## src/rtl/fetch_sequencer_pkg.sv

```systemverilog
// Shared constants and state encoding for the instruction-fetch front end.
package fetch_sequencer_pkg;

  localparam int unsigned WORD_WIDTH = 32;
  localparam int unsigned IMM_WIDTH  = 24;

  typedef enum logic [1:0] {
    FETCH_S  = 2'd0,
    STALL_S  = 2'd1,
    HALTED_S = 2'd2
  } state_t;

endpackage

```

## src/rtl/fetch_sequencer_if.sv

```systemverilog
// Instruction-memory request/response and IF/ID pipeline register bundle.
interface fetch_sequencer_if #(
  parameter int unsigned WORD_WIDTH = 32
);

  logic [WORD_WIDTH-1:0] imem_addr;
  logic [WORD_WIDTH-1:0] imem_instr;
  logic                  if_id_valid;
  logic [WORD_WIDTH-1:0] if_id_instr;
  logic [WORD_WIDTH-1:0] if_id_pc;

  modport master (
    output imem_addr,
    output if_id_valid,
    output if_id_instr,
    output if_id_pc,
    input  imem_instr
  );

  modport slave (
    input  imem_addr,
    input  if_id_valid,
    input  if_id_instr,
    input  if_id_pc,
    output imem_instr
  );

endinterface

```

## src/rtl/fetch_sequencer_branch_target_adder.sv

```systemverilog
// Branch target = branch_pc + 1 + sign_extend(imm), plus a branch-to-self flag.
module branch_target_adder #(
  parameter int unsigned WORD_WIDTH = 32,
  parameter int unsigned IMM_WIDTH  = 24
) (
  input  logic [WORD_WIDTH-1:0] branch_pc,
  input  logic [IMM_WIDTH-1:0]  branch_imm,
  output logic [WORD_WIDTH-1:0] target,
  output logic                  is_self
);

  logic [WORD_WIDTH-1:0] imm_ext;

  assign imm_ext = {{(WORD_WIDTH - IMM_WIDTH){branch_imm[IMM_WIDTH-1]}}, branch_imm};
  assign target  = branch_pc + imm_ext + WORD_WIDTH'(1);
  assign is_self = (target == branch_pc);

endmodule

```

## src/rtl/fetch_sequencer.sv

```systemverilog
// Fetch controller: owns the PC, drives imem, fills IF/ID, handles stall/redirect/halt.
module fetch_sequencer #(
  parameter int unsigned WORD_WIDTH          = fetch_sequencer_pkg::WORD_WIDTH,
  parameter int unsigned IMM_WIDTH           = fetch_sequencer_pkg::IMM_WIDTH,
  parameter int unsigned RESET_PC            = 0,
  parameter bit          HALT_ON_SELF_BRANCH = 1'b1
) (
  input  logic                  clk,
  input  logic                  rst_n,
  input  logic                  freeze,
  input  logic                  branch_taken,
  input  logic [IMM_WIDTH-1:0]  branch_imm,
  input  logic [WORD_WIDTH-1:0] branch_pc,
  fetch_sequencer_if.master     fif,
  output logic                  halted,
  output logic [WORD_WIDTH-1:0] fetch_count
);

  import fetch_sequencer_pkg::*;

  state_t                state_q, state_d;
  logic [WORD_WIDTH-1:0] pc_q, pc_d;
  logic                  valid_q, valid_d;
  logic [WORD_WIDTH-1:0] instr_q, instr_d;
  logic [WORD_WIDTH-1:0] ifpc_q, ifpc_d;
  logic                  halted_q, halted_d;
  logic [WORD_WIDTH-1:0] count_q, count_d;
  logic [WORD_WIDTH-1:0] target;
  logic                  is_self;
  logic [WORD_WIDTH-1:0] pc_inc;

  branch_target_adder #(
    .WORD_WIDTH (WORD_WIDTH),
    .IMM_WIDTH  (IMM_WIDTH)
  ) u_target (
    .branch_pc  (branch_pc),
    .branch_imm (branch_imm),
    .target     (target),
    .is_self    (is_self)
  );

  assign pc_inc = pc_q + WORD_WIDTH'(1);

  always_ff @(posedge clk or negedge rst_n) begin
    if (!rst_n) begin
      state_q  <= FETCH_S;
      pc_q     <= WORD_WIDTH'(RESET_PC);
      valid_q  <= 1'b0;
      instr_q  <= '0;
      ifpc_q   <= '0;
      halted_q <= 1'b0;
      count_q  <= '0;
    end else begin
      state_q  <= state_d;
      pc_q     <= pc_d;
      valid_q  <= valid_d;
      instr_q  <= instr_d;
      ifpc_q   <= ifpc_d;
      halted_q <= halted_d;
      count_q  <= count_d;
    end
  end

  // STALL behaves exactly like FETCH; it only records that the last edge was frozen.
  always_comb begin
    state_d  = state_q;
    pc_d     = pc_q;
    valid_d  = valid_q;
    instr_d  = instr_q;
    ifpc_d   = ifpc_q;
    halted_d = halted_q;
    count_d  = count_q;
    unique case (state_q)
      HALTED_S: begin
        valid_d = 1'b0;
      end
      default: begin
        if (branch_taken) begin
          pc_d    = target;
          valid_d = 1'b0;
          if (HALT_ON_SELF_BRANCH && is_self) begin
            state_d  = HALTED_S;
            halted_d = 1'b1;
          end else begin
            state_d = FETCH_S;
          end
        end else if (freeze) begin
          state_d = STALL_S;
        end else begin
          pc_d    = pc_inc;
          instr_d = fif.imem_instr;
          ifpc_d  = pc_inc;
          valid_d = 1'b1;
          state_d = FETCH_S;
          if (count_q != '1) begin
            count_d = count_q + WORD_WIDTH'(1);
          end
        end
      end
    endcase
  end

  assign fif.imem_addr   = pc_q;
  assign fif.if_id_valid = valid_q;
  assign fif.if_id_instr = instr_q;
  assign fif.if_id_pc    = ifpc_q;
  assign halted          = halted_q;
  assign fetch_count     = count_q;

endmodule
```

## src/flat_wrapper.sv

```systemverilog
// flat-port wrapper written by rule: the top's interface ports become plain ports
module fetch_sequencer_flat import fetch_sequencer_pkg::*;
#(
  parameter int unsigned WORD_WIDTH          = fetch_sequencer_pkg::WORD_WIDTH,
  parameter int unsigned IMM_WIDTH           = fetch_sequencer_pkg::IMM_WIDTH,
  parameter int unsigned RESET_PC            = 0,
  parameter bit          HALT_ON_SELF_BRANCH = 1'b1
)
  (clk, rst_n, freeze, branch_taken, branch_imm, branch_pc, halted, fetch_count, fif_imem_addr, fif_if_id_valid, fif_if_id_instr, fif_if_id_pc, fif_imem_instr);
  fetch_sequencer_if #(.WORD_WIDTH(WORD_WIDTH)) fif_i ();
  input  logic clk;
  input  logic rst_n;
  input  logic freeze;
  input  logic branch_taken;
  input  logic [IMM_WIDTH-1:0] branch_imm;
  input  logic [WORD_WIDTH-1:0] branch_pc;
  output logic halted;
  output logic [WORD_WIDTH-1:0] fetch_count;
  output wire logic [$bits(fif_i.imem_addr)-1:0] fif_imem_addr;
  output wire logic [$bits(fif_i.if_id_valid)-1:0] fif_if_id_valid;
  output wire logic [$bits(fif_i.if_id_instr)-1:0] fif_if_id_instr;
  output wire logic [$bits(fif_i.if_id_pc)-1:0] fif_if_id_pc;
  input wire logic [$bits(fif_i.imem_instr)-1:0] fif_imem_instr;
  assign fif_imem_addr = fif_i.imem_addr;
  assign fif_if_id_valid = fif_i.if_id_valid;
  assign fif_if_id_instr = fif_i.if_id_instr;
  assign fif_if_id_pc = fif_i.if_id_pc;
  assign fif_i.imem_instr = fif_imem_instr;
  fetch_sequencer #(.WORD_WIDTH(WORD_WIDTH), .IMM_WIDTH(IMM_WIDTH), .RESET_PC(RESET_PC), .HALT_ON_SELF_BRANCH(HALT_ON_SELF_BRANCH)) u_core (.clk(clk), .rst_n(rst_n), .freeze(freeze), .branch_taken(branch_taken), .branch_imm(branch_imm), .branch_pc(branch_pc), .fif(fif_i), .halted(halted), .fetch_count(fetch_count));
endmodule
```

## config.mk

```make
export PLATFORM = sky130hd
export DESIGN_NAME = fetch_sequencer_flat
export DESIGN_NICKNAME = d
export VERILOG_FILES = /design/src/rtl/fetch_sequencer_pkg.sv /design/src/rtl/fetch_sequencer_if.sv /design/src/rtl/fetch_sequencer_branch_target_adder.sv /design/src/rtl/fetch_sequencer.sv /design/src/flat_wrapper.sv
export SDC_FILE = /design/constraint.sdc
export NUM_CORES = 1
export LEC_CHECK = 0
export ABC_CLOCK_PERIOD_IN_PS = 6800
export BUFFER_PORTS_ARGS = -buffer_cell sky130_fd_sc_hd__clkbuf_2
export CELL_PAD_IN_SITES_DETAIL_PLACEMENT = 0
export CELL_PAD_IN_SITES_GLOBAL_PLACEMENT = 1
export CORE_MARGIN = 2
export CORE_UTILIZATION = 44
export DETAILED_ROUTE_END_ITERATION = 10
export GPL_ROUTABILITY_DRIVEN = 0
export GPL_TIMING_DRIVEN = 0
export MAX_ROUTING_LAYER = met4
export PLACE_DENSITY = 0.95
export SYNTH_ARGS = -nofsm -noshare
export SYNTH_HDL_FRONTEND = slang
export SYNTH_SLANG_ARGS = --single-unit
```

## constraint.sdc

```tcl
create_clock -name clk -period 6.8 [get_ports clk]
set_input_delay 1.36 -clock clk [delete_from_list [all_inputs] [get_ports clk]]
set_output_delay 1.36 -clock clk [all_outputs]
set_load 0.02 [all_outputs]
```

==> reports/metrics.csv <==
stage,metric,value,unit
placed_design,hpwl,23.6,mm
routing,drtIter0Drc,752,
yosys,avgSynthCellArea,8.44,µm²
setup_path,cp_slowest_stage_delay,620,ps
setup_path,cp-start-kind,input pin,
yosys,syn_area,9370,µm²
sta,rsz0062_at_grt,false,
routing,num_vias,9260,
pwr,power.leakage,5.40,nW
sta,final.min_clock_period,4280,ps
grt,grt_pass1_wl,46.5,mm
setup_path,cp-startpoint,branch_imm[0],
floorplanning,core,21000,µm²
final_layout,synthToLayoutAreaGrowth,22.8,%
cts,cts_tree,yes,
final_layout,drive_gt1_share,23.9,%
yosys,yosys_warnings,0,
sta,tightest_slew,716,ps
pwr,switchingPower,1.17,mW
final_layout,multi_input_area,5670,µm²
yosys,synth-edff-count,0,
grt,grt_max_degree,86,
setup_path,crit_arrival,4600,ps
setup_path,criticalPathCategory,input pin to flop,
cts,htreeDepth,4,
routing,final_antenna_net_count,0,
sta,drv_slew,0,
setup_path,cp_top_family,compound AO/OA/AOI/OAI gates,
setup_path,critPathMaxFanout,6,
final_layout,nNetsFinal,1477,
cts,cts.sink_count,132,
sta,setup_viol,0,
setup_path,cp_data_required_time,7120,ps
cts,cts_root_buf,clkbuf_16,
pwr,pwr-share-comb,33.6,%
min_path,hold_path.class,flop to flop,
floorplanning,die_h,150,µm
setup_path,cp_slowest_cell,nor4_1,
sta,period_share,62.9,%
setup_path,cp_cell_sequence,"clkbuf_2, inv_1, ha_1, fa_1, nor2b_4, o31a_4, o2111a_2, o21ai_0, nand3_1, xnor2_1, nor4_1, nand2_1, o31ai_1",
final_layout,num_antenna_cells,0,
yosys,yosysSeqAreaShare,35.3,%
final_layout,seqCellArea,3300,µm²
yosys,synth_seq_cells,132,
cts,cts_buffer_depth,2,
pwr,peakVddDrop,159,µV
routing,avgRoutedWirePerCell,18.3,µm
grt,antenna_found_initial,0,
status,outcome,completed,
routing,drt_wl_total,29.9,mm
placed_design,dp_cells,1606,
pwr,p_int,1.96,mW
min_path,hold_start,u_core.halted,
floorplanning,rows,53,
final_layout,fillers,1955,
setup_path,critical_path.endpoint_type,flop,
floorplanning,initial_utilization,44.7,%
sta,fmax,234,MHz
sta,relSlewSlack,52.0,%
pwr,p_seq_share,34.1,%
setup_path,r2r-start,u_core.fif.imem_addr[0],
yosys,async_reset_ff_share,100,%
floorplanning,dieArea,22500,µm²
floorplanning,chipWidth,150,µm
grt,grt_pass1_vias,8730,
grt,grtUsageTotal,27.2,%
pwr,p_per_area,272,nW/µm²
cts,cts_resized,0,
cts,insertion_delay,420,ps
pwr,clkPwrFrac,32.4,%
floorplanning,ios,222,
job,cap_violations,0,
setup_path,crit_buf_inv,2,
placed_design,port_buffers,221,
routing,first_pass_iters,5,
cts,numCtsBuffers,17,
yosys,syn_inst,1109,
cts,hold_buffers,0,
routing,drc,0,
yosys,syn_nets,1236,
sta,finClkSkew,10.0,ps
sta,final.setup.tns,0,ps
final_layout,final_cells,1637,
pwr,p_sw_share,37.4,%
routing,via_per_inst,5.66,
sta,hold_violations,0,
grt,overflow,0,
cts,clk_pin_slew_worst_paths,60,ps
cts,postCtsSetupRepairBufs,0,
yosys,yosysUniqueCellTypes,92,
yosys,synth_ff_type,dfrtp_1,
placed cells by master (no fill, tap or decap), types with 7 or more instances in the layout:
master and count:
a21oi_1 70, a22oi_1 15, and2_1 12, and3_1 21
buf_2 12, buf_6 8, clkbuf_1 30, clkbuf_16 17
clkbuf_2 220, dfrtp_1 132, ha_1 34, inv_1 26
nand2_1 208, nand3_1 33, nand4_1 23, nor2_1 75
nor2b_1 12, nor3_1 20, nor4_1 8, o211ai_1 10
o21a_1 7, o21ai_0 85, o21ai_1 8, o31ai_1 7
or3_1 7, xnor2_1 74, xor2_1 36
cells by family (layout without fill, tap and decap cells):
family	after synthesis	after routing	synth area share, %
and+or+nand+nor	467	467	24.0
adders and majority gates	35	35	4.76
buffers and inverters	81	334	4.17
DFF	132	132	35.3
AOI/OAI and AO/OA	278	278	20.2
xor gates and xnor gates	115	115	11.5
muxes	1	1	0.120
cell usage after synthesis (all sizes together), types with 8 or more instances:
cell type / number / share of area [%]
a21oi: 78 / 4.6
a22oi: 15 / 1.2
and2: 16 / 1.1
nor4: 8 / 0.53
o21ai: 93 / 5.0
clkbuf: 30 / 1.2
nor2: 75 / 3.0
o211ai: 11 / 0.94
and4: 8 / 0.79
xor2: 36 / 3.4
nand2: 210 / 8.6
and3: 24 / 1.7
o31ai: 8 / 0.69
dfrtp: 132 / 35
nand3: 33 / 1.8
nor3: 23 / 1.4
ha: 34 / 4.5
inv: 26 / 1.0
nor2b: 13 / 0.95
buf: 24 / 1.9
nand4: 23 / 1.5
xnor2: 74 / 6.9
worst min-delay path: stages, from the launching register on:
cell,delay (ps)
dfrtp_1,340
inv_1,40
o31ai_1,50
power groups by stage:
stage / registers, mW / clock network [mW] / logic [mW]
3_3_place_gp: 1.07 / 0 / 1.03
2_1_floorplan: 1.22 / 0 / 0.512
6_report: 1.07 / 1.01 / 1.05
3_5_place_dp: 1.08 / 0 / 1.04
5_1_grt: 1.09 / 1.06 / 1.15
4_1_cts: 1.06 / 1.03 / 1.05
stage by stage:
stage | setup WS, ps | instance area [µm²] | hold slack (ps) | util [%] | total power, mW
4_1_cts | 2600 | 11500 | 470 | 54.9 | 3.14
2_1_floorplan | 2930 | 9370 | 528 | - | 1.73
3_3_place_gp | 2210 | 10800 | 456 | 51.6 | 2.10
6_report | 2520 | 11500 | 465 | 54.9 | 3.13
3_5_place_dp | 2170 | 10900 | 456 | 51.8 | 2.12
5_1_grt | 2330 | 11500 | 492 | 54.9 | 3.29
state kept, by name, indices dropped and copies added (netlist names):
| signal | count |
|---|---|
| u_core.fif.if_id_pc | 32 |
| u_core.state_q | 2 |
| u_core.halted | 1 |
| u_core.fif.imem_addr | 32 |
| u_core.fif.if_id_instr | 32 |
| u_core.fif.if_id_valid | 1 |
| u_core.fetch_count | 32 |
layout make-up:
type                            count  share of cell area [%]
Inverter                           27                   0.881
Clock buffer                       17                    3.70
Tap cell                          275                    2.99
Buffer                             54                    2.51
Clock inverter                     14                    1.93
Timing Repair Buffer              222                    9.93
Multi-Input combinational cell    896                    49.3
Sequential cell                   132                    28.7
routing by layer:
metal  up-vias  track usage (%)  wire length (µm)  part of all wire (%)
met5         -                -                 0                     0
met4         0             6.84               606                   2.0
met3        39             5.24              2670                   8.9
met2       422             46.3             14400                    48
met1      4395             33.3             12200                    41
li1       4404                -                 -                     -
final timing paths:
path | end | slack, ps | depth (start not counted)
max | u_core.halted | 2520 | 13
max reg2reg | u_core.fif.imem_addr[31] | 3610 | 9
max in group asynchronous | u_core.fif.imem_addr[31] | 5170 | 2
min in group asynchronous | u_core.fif.if_id_pc[11] | 870 | 1
min | u_core.halted | 460 | 2
min reg2reg | u_core.halted | 460 | 2
No activity file was read; power rests on OpenSTA's default activity.
